## src/rtl/debug_line_framer_pkg.sv

```systemverilog
// rtl/debug_line_framer_pkg.sv - shared constants, FSM state type and hex helper for debug_line_framer (honours DEBUG_LINE_SEQ_EN)
package debug_pkg;

  localparam logic [7:0] ASCII_EQ = 8'h3D;
  localparam logic [7:0] ASCII_CR = 8'h0D;
  localparam logic [7:0] ASCII_LF = 8'h0A;
  localparam logic [7:0] ASCII_0  = 8'h30;
  localparam logic [7:0] ASCII_A  = 8'h41;

  // Bytes in a line that are not data hex digits: prefix, '=', CR, LF (+ two sequence digits).
`ifdef DEBUG_LINE_SEQ_EN
  localparam int LINE_FIXED_BYTES = 6;
`else
  localparam int LINE_FIXED_BYTES = 4;
`endif

  typedef enum logic [2:0] {
    IDLE,
    PREFIX,
    SEQ,
    EQ,
    HEX,
    CR,
    LF
  } state_e;

  function automatic logic [7:0] nibble_to_ascii(input logic [3:0] n);
    if (n < 4'd10) return ASCII_0 + {4'h0, n};
    return ASCII_A + {4'h0, n} - 8'd10;
  endfunction

  function automatic int line_len(input int n_digits);
    return LINE_FIXED_BYTES + n_digits;
  endfunction

endpackage

```

## src/rtl/debug_line_framer_if.sv

```systemverilog
// rtl/debug_line_framer_if.sv - trigger capture and UART write port bundle for debug_line_framer
interface debug_line_framer_if #(
  parameter int DATA_W = 4
);
  logic              trigger;
  logic [DATA_W-1:0] data;
  logic              tx_full;
  logic              wr_uart;
  logic [7:0]        w_data;
  logic              busy;
  logic [7:0]        drop_cnt;

  modport master (
    output trigger, data, tx_full,
    input  wr_uart, w_data, busy, drop_cnt
  );

  modport slave (
    input  trigger, data, tx_full,
    output wr_uart, w_data, busy, drop_cnt
  );
endinterface

```

## src/rtl/debug_line_framer_event_fifo.sv

```systemverilog
// rtl/debug_line_framer_event_fifo.sv - dbg_event_fifo: small synchronous FIFO with simultaneous push/pop
module dbg_event_fifo #(
  parameter int WIDTH = 4,
  parameter int AW    = 2
) (
  input  logic             clk,
  input  logic             reset,
  input  logic             push_i,
  input  logic [WIDTH-1:0] wdata_i,
  input  logic             pop_i,
  output logic [WIDTH-1:0] rdata_o,
  output logic             full_o,
  output logic             empty_o
);
  localparam int DEPTH = 1 << AW;

  logic [WIDTH-1:0] mem_q [DEPTH];
  logic [AW-1:0]    wr_ptr_q, rd_ptr_q;
  logic [AW:0]      count_q;

  // Storage array needs no reset; validity is tracked by count_q.
  always_ff @(posedge clk) begin
    if (push_i) mem_q[wr_ptr_q] <= wdata_i;
  end

  // Pointers and occupancy; caller never pushes when full without a matching pop.
  always_ff @(posedge clk or negedge reset) begin
    if (!reset) begin
      wr_ptr_q <= '0;
      rd_ptr_q <= '0;
      count_q  <= '0;
    end else begin
      if (push_i) wr_ptr_q <= wr_ptr_q + AW'(1);
      if (pop_i)  rd_ptr_q <= rd_ptr_q + AW'(1);
      case ({push_i, pop_i})
        2'b10:   count_q <= count_q + (AW+1)'(1);
        2'b01:   count_q <= count_q - (AW+1)'(1);
        default: count_q <= count_q;
      endcase
    end
  end

  assign rdata_o = mem_q[rd_ptr_q];
  assign full_o  = (count_q == (AW+1)'(DEPTH));
  assign empty_o = (count_q == '0);

endmodule

```

## src/rtl/debug_line_framer.sv

```systemverilog
// rtl/debug_line_framer.sv - formats debugger events as "D=<hex>\r\n" lines to a UART write port; DEBUG_LINE_SEQ_EN adds a sequence field
module debug_line_framer
  import debug_pkg::*;
#(
  parameter int         DATA_W      = 4,
  parameter int         FIFO_AW     = 2,
  parameter logic [7:0] PREFIX_CHAR = 8'h44
) (
  input logic                 clk,
  input logic                 reset,
  debug_line_framer_if.slave  bus
);
  localparam int N     = DATA_W / 4;
  localparam int CNT_W = (N > 1) ? $clog2(N) : 1;
`ifdef DEBUG_LINE_SEQ_EN
  localparam int FW = DATA_W + 8;
`else
  localparam int FW = DATA_W;
`endif

  logic          fifo_push, fifo_pop, fifo_full, fifo_empty;
  logic [FW-1:0] fifo_wdata, fifo_rdata;

  state_e            state_q, state_d;
  logic [DATA_W-1:0] line_q, line_d;
  logic [CNT_W-1:0]  cnt_q, cnt_d;
  logic [7:0]        last_q;
  logic [7:0]        drop_q;
  logic [7:0]        cur_byte;
  logic              wr;
`ifdef DEBUG_LINE_SEQ_EN
  logic [7:0]        seq_cnt_q;
  logic [7:0]        seq_line_q, seq_line_d;
`endif

  // A pop frees a slot in the same cycle, so a trigger on a full FIFO is still accepted then.
  assign fifo_pop  = (state_q == IDLE) & ~fifo_empty;
  assign fifo_push = bus.trigger & (~fifo_full | fifo_pop);
`ifdef DEBUG_LINE_SEQ_EN
  assign fifo_wdata = {seq_cnt_q, bus.data};
`else
  assign fifo_wdata = bus.data;
`endif

  dbg_event_fifo #(.WIDTH(FW), .AW(FIFO_AW)) u_fifo (
    .clk     (clk),
    .reset   (reset),
    .push_i  (fifo_push),
    .wdata_i (fifo_wdata),
    .pop_i   (fifo_pop),
    .rdata_o (fifo_rdata),
    .full_o  (fifo_full),
    .empty_o (fifo_empty)
  );

  // Saturating count of triggers that found no room.
  always_ff @(posedge clk or negedge reset) begin
    if (!reset) drop_q <= '0;
    else if (bus.trigger && !fifo_push && drop_q != 8'hFF) drop_q <= drop_q + 8'd1;
  end

`ifdef DEBUG_LINE_SEQ_EN
  // Sequence number advances only for accepted events and wraps naturally.
  always_ff @(posedge clk or negedge reset) begin
    if (!reset) seq_cnt_q <= '0;
    else if (fifo_push) seq_cnt_q <= seq_cnt_q + 8'd1;
  end
`endif

  // Byte for the current state; in IDLE the last emitted byte is held.
  always_comb begin
    cur_byte = last_q;
    case (state_q)
      PREFIX:  cur_byte = PREFIX_CHAR;
`ifdef DEBUG_LINE_SEQ_EN
      SEQ:     cur_byte = nibble_to_ascii(seq_line_q[7:4]);
`endif
      EQ:      cur_byte = ASCII_EQ;
      HEX:     cur_byte = nibble_to_ascii(line_q[DATA_W-1 -: 4]);
      CR:      cur_byte = ASCII_CR;
      LF:      cur_byte = ASCII_LF;
      default: cur_byte = last_q;
    endcase
  end

  assign wr           = (state_q != IDLE) & ~bus.tx_full;
  assign bus.wr_uart  = wr;
  assign bus.w_data   = cur_byte;
  assign bus.busy     = (state_q != IDLE) | ~fifo_empty;
  assign bus.drop_cnt = drop_q;

  // Next state: advance only on an accepted byte; digits shift out MSB-first.
  always_comb begin
    state_d = state_q;
    line_d  = line_q;
    cnt_d   = cnt_q;
`ifdef DEBUG_LINE_SEQ_EN
    seq_line_d = seq_line_q;
`endif
    case (state_q)
      IDLE: if (fifo_pop) begin
        state_d = PREFIX;
        line_d  = fifo_rdata[DATA_W-1:0];
`ifdef DEBUG_LINE_SEQ_EN
        seq_line_d = fifo_rdata[FW-1 -: 8];
`endif
      end
      PREFIX: if (wr) begin
`ifdef DEBUG_LINE_SEQ_EN
        state_d = SEQ;
        cnt_d   = CNT_W'(1);
`else
        state_d = EQ;
`endif
      end
`ifdef DEBUG_LINE_SEQ_EN
      SEQ: if (wr) begin
        seq_line_d = {seq_line_q[3:0], 4'h0};
        if (cnt_q == '0) state_d = EQ;
        else cnt_d = cnt_q - CNT_W'(1);
      end
`endif
      EQ: if (wr) begin
        state_d = HEX;
        cnt_d   = CNT_W'(N - 1);
      end
      HEX: if (wr) begin
        line_d = line_q << 4;
        if (cnt_q == '0) state_d = CR;
        else cnt_d = cnt_q - CNT_W'(1);
      end
      CR:      if (wr) state_d = LF;
      LF:      if (wr) state_d = IDLE;
      default: state_d = IDLE;
    endcase
  end

  // Line state register; reset abandons any line in progress.
  always_ff @(posedge clk or negedge reset) begin
    if (!reset) begin
      state_q <= IDLE;
      line_q  <= '0;
      cnt_q   <= '0;
      last_q  <= '0;
`ifdef DEBUG_LINE_SEQ_EN
      seq_line_q <= '0;
`endif
    end else begin
      state_q <= state_d;
      line_q  <= line_d;
      cnt_q   <= cnt_d;
      if (wr) last_q <= cur_byte;
`ifdef DEBUG_LINE_SEQ_EN
      seq_line_q <= seq_line_d;
`endif
    end
  end

endmodule

```

## src/flat_wrapper.sv

```systemverilog
// flat-port wrapper written by rule: the top's interface ports become plain ports
module debug_line_framer_flat import debug_pkg::*;
#(
  parameter int         DATA_W      = 4,
  parameter int         FIFO_AW     = 2,
  parameter logic [7:0] PREFIX_CHAR = 8'h44
)
  (clk, reset, bus_trigger, bus_data, bus_tx_full, bus_wr_uart, bus_w_data, bus_busy, bus_drop_cnt);
  debug_line_framer_if #(.DATA_W(DATA_W)) bus_i ();
  input logic clk;
  input logic reset;
  input wire logic [$bits(bus_i.trigger)-1:0] bus_trigger;
  input wire logic [$bits(bus_i.data)-1:0] bus_data;
  input wire logic [$bits(bus_i.tx_full)-1:0] bus_tx_full;
  output wire logic [$bits(bus_i.wr_uart)-1:0] bus_wr_uart;
  output wire logic [$bits(bus_i.w_data)-1:0] bus_w_data;
  output wire logic [$bits(bus_i.busy)-1:0] bus_busy;
  output wire logic [$bits(bus_i.drop_cnt)-1:0] bus_drop_cnt;
  assign bus_i.trigger = bus_trigger;
  assign bus_i.data = bus_data;
  assign bus_i.tx_full = bus_tx_full;
  assign bus_wr_uart = bus_i.wr_uart;
  assign bus_w_data = bus_i.w_data;
  assign bus_busy = bus_i.busy;
  assign bus_drop_cnt = bus_i.drop_cnt;
  debug_line_framer #(.DATA_W(DATA_W), .FIFO_AW(FIFO_AW), .PREFIX_CHAR(PREFIX_CHAR)) u_core (.clk(clk), .reset(reset), .bus(bus_i));
endmodule
```

## config.mk

```make
export PLATFORM = sky130hd
export DESIGN_NAME = debug_line_framer_flat
export DESIGN_NICKNAME = d
export VERILOG_FILES = /design/src/rtl/debug_line_framer_pkg.sv /design/src/rtl/debug_line_framer_if.sv /design/src/rtl/debug_line_framer_event_fifo.sv /design/src/rtl/debug_line_framer.sv /design/src/flat_wrapper.sv
export SDC_FILE = /design/constraint.sdc
export NUM_CORES = 1
export LEC_CHECK = 0
export CORE_AREA = 4 4 92 72
export CTS_BUF_LIST = sky130_fd_sc_hd__clkbuf_16
export DETAILED_ROUTE_END_ITERATION = 8
export DIE_AREA = 0 0 96 76
export GPL_TIMING_DRIVEN = 1
export PLACE_DENSITY = 0.67
export REMOVE_ABC_BUFFERS = 1
export SKIP_CTS_REPAIR_TIMING = 1
export SKIP_LAST_GASP = 1
export SLEW_MARGIN = 20
export SYNTH_ARGS = -nofsm -noshare
export SYNTH_HDL_FRONTEND = slang
export SYNTH_SLANG_ARGS = --single-unit
```

## constraint.sdc

```tcl
create_clock -name clk -period 2.2 [get_ports clk]
set_input_delay 0.22 -clock clk [delete_from_list [all_inputs] [get_ports clk]]
set_output_delay 0.22 -clock clk [all_outputs]
set_load 0.1 [all_outputs]
```

==> metrics, run 1 <==
run status=finished clean; data required time of the worst path=1.98 ns; die area=7296 µm²; clk sinks=46; fin crit period=2.078 ns; DRC viols=0; vias in the first global route=around 1,700; Max Cap Violations=0; critical path's top delay family=flip-flops; register area share after synthesis=0.4925; placed wire-length estimate=3555 µm; Die Y=76 µm; Yosys top cell by area=dfrtp_1; Fin Hold WS=0.3229 ns; Setup crit end=bus_w_data[2]; Detailed Route WL=4935 µm; clock slew at reported path FFs=0.06 ns; Levels on crit path=7; Async SR Flop Fraction=0.6522; setup ws final=0.1222 ns; vias per cell=~5.3; drt wl/cell=14.51 µm; standard-cell rows=24; routability cong.=0.8049; f_max=between 400 and 500 MHz; Setup crit start=u_core.line_q[1]; Synth Warn #=0; gr ovfl total=0; commonest cells after routing, fill and taps aside=30 x dfrtp_1, 21 x nand2_1, 17 x o21ai_0; Core Area=5736 µm²; via count=~1,800; Crit Path Max Fanout=7; Crit Reg-Reg Endpoint=u_core.u_fifo.count_q[2]; crit path launch type=flop; starting DRC count in detailed routing=~110; fin crit share=0.9444; Starting Density=0.4359; Worst-Skew Late Latency=~0.28 ns; Syn Inst Count=234; Crit path arrival time=1.86 ns; die width=96 µm; RSZ-0062 raised after global routing=false; Worst Path Buf+Inv=2; port bufs=25; DR pass1 iterations=4; area added between synthesis and finish=22.97%; largest net degree at the start of global routing=31; reg-to-reg slack, setup=0.14 ns; htree depth=2; Mean Syn Cell Area=~11 µm²; Antenna diodes=0; Hold WC Path Type=primary input to async pin; Storage cell area=1231 µm²; dominant cells by area after synthesis=dfrtp_1 30%, edfxtp_1 19%, o21ai_0 3.6%, mux4_2 3.6%, nand2_1 3.2%; Final Hold Fails=0; crit end category=primary output; share of layout cells above drive strength 1=0.1908; io pins=26; Slew headroom=0.6775; clock tree buffer depth=2; Routed Antenna Nets=0; pre-CTS setup slack=between 0.1 and 0.15 ns; total CTS buffers=5; Worst path max stage delay=0.44 ns; clock skew=about 0.0054 ns; Yosys top cell area share=0.3003; area of the multi-input gates=1170 µm²; Final setup viols=0; fin. max-slew vios=0; Slew @ Worst Pin=around 0.48 ns; Crit Path Class=flop to primary output; GR Util All Layers=0.1508; Unique masters post-synth=between 50 and 60; dominant synthesized flop cell=dfrtp_1; CTS tree=done; RR Startpoint=u_core.state_q[0]; Fillers=504; Mapped Area=2500 µm²; Final nets=276; initial antenna violation count=0; global-route wire length before repair=just under 9000 µm; number of synthesized flops with an enable pin=16; root buffer cell=clkbuf_16; Seq cells post-synth=46; R2R depth=7; worst-path cell chain=inv_1, ha_1, o211ai_1, xnor2_1, nand2_1, a21oi_1, buf_12; most common cell after layout, fill and taps aside=dfrtp_1; Critical Path Slowest Stage Cell=dfrtp_1
## kinds of logic after synthesis
| family | after synthesis | share of synthesized area |
|---|---|---|
| flops | 46 | 0.4925 |
| buf+inv | 26 | 0.04554 |
| fa+ha+maj | 8 | 0.04204 |
| mux | 5 | 0.04054 |
| xor+xnor | 14 | 0.04905 |
| compound gates | 66 | 0.1847 |
| simple gates | 69 | 0.1457 |
## flip-flops by register name, summed over array words and instances (netlist names)
signal,cells
u_core.state_q,3
u_core.u_fifo.mem_q,16
u_core.bus.drop_cnt,8
u_core.u_fifo.rd_ptr_q,2
u_core.u_fifo.count_q,3
u_core.u_fifo.wr_ptr_q,2
u_core.line_q,4
u_core.last_q,8
## Yosys cell counts, types with 2 or more instances
library cell	n
a211oi_1	2
o32a_1	3
nand2_1	21
edfxtp_1	16
nor2b_1	4
xnor2_1	6
mux4_2	4
o21ai_0	18
a31oi_1	2
nand3_1	5
o31ai_1	2
buf_2	3
nand2b_1	4
o221ai_1	5
ha_1	6
inv_1	14
nor2_1	16
nor3_1	2
nor3_2	3
clkbuf_1	5
o211ai_1	2
xor2_1	8
and2_1	6
dfrtp_1	30
a21oi_1	13
o22ai_1	6
o21ai_1	3
## metal layers
metal,GRT usage,wire length (µm),up-vias
met5,0,0,-
met4,0.02699,34,0
met3,0.04837,209,5
met2,0.2006,2234,29
met1,0.2396,2456,853
li1,-,-,905
## worst min-delay path by stage
stage	from	to	depth (start not counted)
finish	reset	u_core.last_q[1]	2
global route	reset	u_core.last_q[1]	2
CTS	reset	u_core.u_fifo.count_q[1]	2
detailed placement	u_core.last_q[7]	u_core.last_q[7]	1
global placement	u_core.last_q[7]	u_core.last_q[7]	1
floorplan	reset	u_core.bus.drop_cnt[0]	0
## per-stage QoR
step,setup TNS (ns),instance area [µm²],instances,util
after floorplan,-4.499,2439,222,-
after global placement,0,2919,332,0.5089
after detailed placement,0,2919,332,0.5089
after CTS,0,3059,340,0.5334
after global routing,0,3074,340,0.5360
final,0,3074,340,0.5360
## cell type report
type,count,area share
Clock buffer,5,0.04070
Multi-Input combinational cell,162,0.3805
Clock inverter,3,0.004884
Timing Repair Buffer,32,0.1245
Inverter,14,0.01709
Sequential cell,46,0.4005
Tap cell,78,0.03175
Power of run 1 is left out: the tool's default activity adds up to more than one toggle a clock period on the data nets, which glitch-free logic cannot reach.
==> run 2, diff against run 1 <==
--- a/config.mk
+++ b/config.mk
@@ -5,12 +5,11 @@
 export SDC_FILE = /design/constraint.sdc
 export NUM_CORES = 1
 export LEC_CHECK = 0
-export CORE_AREA = 4 4 92 72
+export CORE_AREA = 4 4 111 87
 export CTS_BUF_LIST = sky130_fd_sc_hd__clkbuf_16
 export DETAILED_ROUTE_END_ITERATION = 8
-export DIE_AREA = 0 0 96 76
+export DIE_AREA = 0 0 115 91
 export GPL_TIMING_DRIVEN = 1
-export PLACE_DENSITY = 0.67
 export REMOVE_ABC_BUFFERS = 1
 export SKIP_CTS_REPAIR_TIMING = 1
 export SKIP_LAST_GASP = 1
==> metrics, run 2 (synthesis gave the netlist of run 1 again) <==
run status=finished clean (unchanged); area added between synthesis and finish=25.43% (was 22.97%); setup ws final=0.09097 ns (was 0.1222 ns); most common cell after layout, fill and taps aside=dfrtp_1 (unchanged); share of layout cells above drive strength 1=0.1985 (was 0.1908); fin crit share=0.9587 (was 0.9444); root buffer cell=clkbuf_16 (unchanged); die width=115 µm (was 96 µm); vias in the first global route=1,732 (was 1,730); Slew @ Worst Pin=0.4580 ns (was 0.4821 ns); vias per cell=4.914 (was 5.271); placed wire-length estimate=3667 µm (was 3555 µm); standard-cell rows=29 (was 24); Final Hold Fails=0 (unchanged); clock skew=0.01082 ns (was 0.005384 ns); f_max=474.2 MHz (was 481.3 MHz); gr ovfl total=0 (unchanged); Final nets=276 (unchanged); data required time of the worst path=1.98 ns (about the same); largest net degree at the start of global routing=31 (unchanged); fin. max-slew vios=0 (unchanged); drt wl/cell=13.77 µm (was 14.51 µm); routability cong.=0.7640 (was 0.8049); initial antenna violation count=0 (unchanged); Final setup viols=0 (unchanged); pre-CTS setup slack=0.1439 ns (was 0.1080 ns); CTS tree=done (unchanged); DR pass1 iterations=4 (unchanged); clk sinks=46 (unchanged); fin crit period=2.109 ns (was 2.078 ns); Fin Hold WS=0.3246 ns (was 0.3229 ns); Crit path arrival time=1.89 ns (was 1.86 ns); Setup TNS Final=0 ns (unchanged); io pins=26 (unchanged); Max Cap Violations=0 (unchanged); crit path launch type=flop (unchanged); die area=10,470 µm² (was 7296 µm²); Antenna diodes=0 (unchanged); Core Area=8418 µm² (was 5736 µm²); Crit Path Class=flop to primary output (unchanged); starting DRC count in detailed routing=93 (was 108); DRC viols=0 (unchanged); via count=1,818 (was 1,792); Worst-Skew Late Latency=0.29 ns (was 0.28 ns); Largest register FFs=16 (unchanged); htree depth=2 (unchanged); Slew headroom=0.6937 (was 0.6775); Detailed Route WL=5095 µm (was 4935 µm); Hold WC Path Type=primary input to async pin (unchanged); total CTS buffers=5 (unchanged); port bufs=25 (unchanged); Starting Density=0.2970 (was 0.4359); crit end category=primary output (unchanged); Crit Path Max Fanout=7 (unchanged); Top reg by flops=u_core.u_fifo.mem_q (unchanged); RSZ-0062 raised after global routing=true (was false); commonest cells after routing, fill and taps aside=30 x dfrtp_1, 21 x nand2_1, 17 x o21ai_0 (unchanged); R2R depth=7 (unchanged); Die Y=91 µm (was 76 µm); clock tree buffer depth=2 (unchanged); GR Util All Layers=0.1047 (was 0.1508); global-route wire length before repair=8838 µm (was 8714 µm); clock slew at reported path FFs=0.07 ns (was 0.06 ns); Routed Antenna Nets=0 (unchanged)
run 2: changes by cell type in the layout (fill, tap and decap cells not counted):
cell	before	now
nor2_2	0	1
clkinvlp_4	1	0
a21oi_2	0	1
nor2_4	1	0
inv_1	16	15
bufinv_16	0	1
a21oi_1	13	12
inv_4	0	1
run 2: routing by layer:
metal  vias up  part of all wire  global-route usage
met4         0            0.0049             0.02053
li1        901                 -                   -
met3         3             0.039             0.03189
met5         -                 0                   0
met1       883              0.50              0.1582
met2        31              0.46              0.1479
run 2: stage by stage:
step / util / std cells / instance area [µm²]
6_report: 0.3725 / 370 / 3136
5_1_grt: 0.3725 / 370 / 3136
4_1_cts: 0.3708 / 370 / 3122
3_5_place_dp: 0.3512 / 362 / 2957
3_3_place_gp: 0.3512 / 362 / 2957
2_1_floorplan: - / 222 / 2439
run 2: cell type report:
cell class / instances / area (µm²)
clock inverters: 3 / 40.04
repair buffers: 32 / 382.9
multi-input cells: 162 / 1169
flip-flops and latches: 46 / 1231
inverters: 14 / 52.55
clock buffers: 5 / 125.1
fillers: 857 / 5283
well taps: 108 / 135.1
run 2: worst paths after layout:
path | slack, ns | endpoint | start
max in group asynchronous | 1.56 | u_core.u_fifo.rd_ptr_q[1] | reset
worst min register to register | 0.48 | u_core.last_q[7] | u_core.last_q[7]
worst max register to register | 0.15 | u_core.u_fifo.count_q[2] | u_core.state_q[0]
worst max-delay path | 0.09 | bus_w_data[1] | u_core.line_q[1]
worst min-delay path | 0.32 | u_core.last_q[3] | reset
min in group clk | 0.48 | u_core.last_q[7] | u_core.last_q[7]
run 2: critical path, stage by stage, from the launching register on:
cell and delay [ns]:
dfrtp_1 0.44, inv_1 0.08, ha_1 0.30, a21oi_1 0.15, nor2_1 0.06, o21ai_0 0.33
buf_12 0.23
Power of run 2 is left out for the same reason.
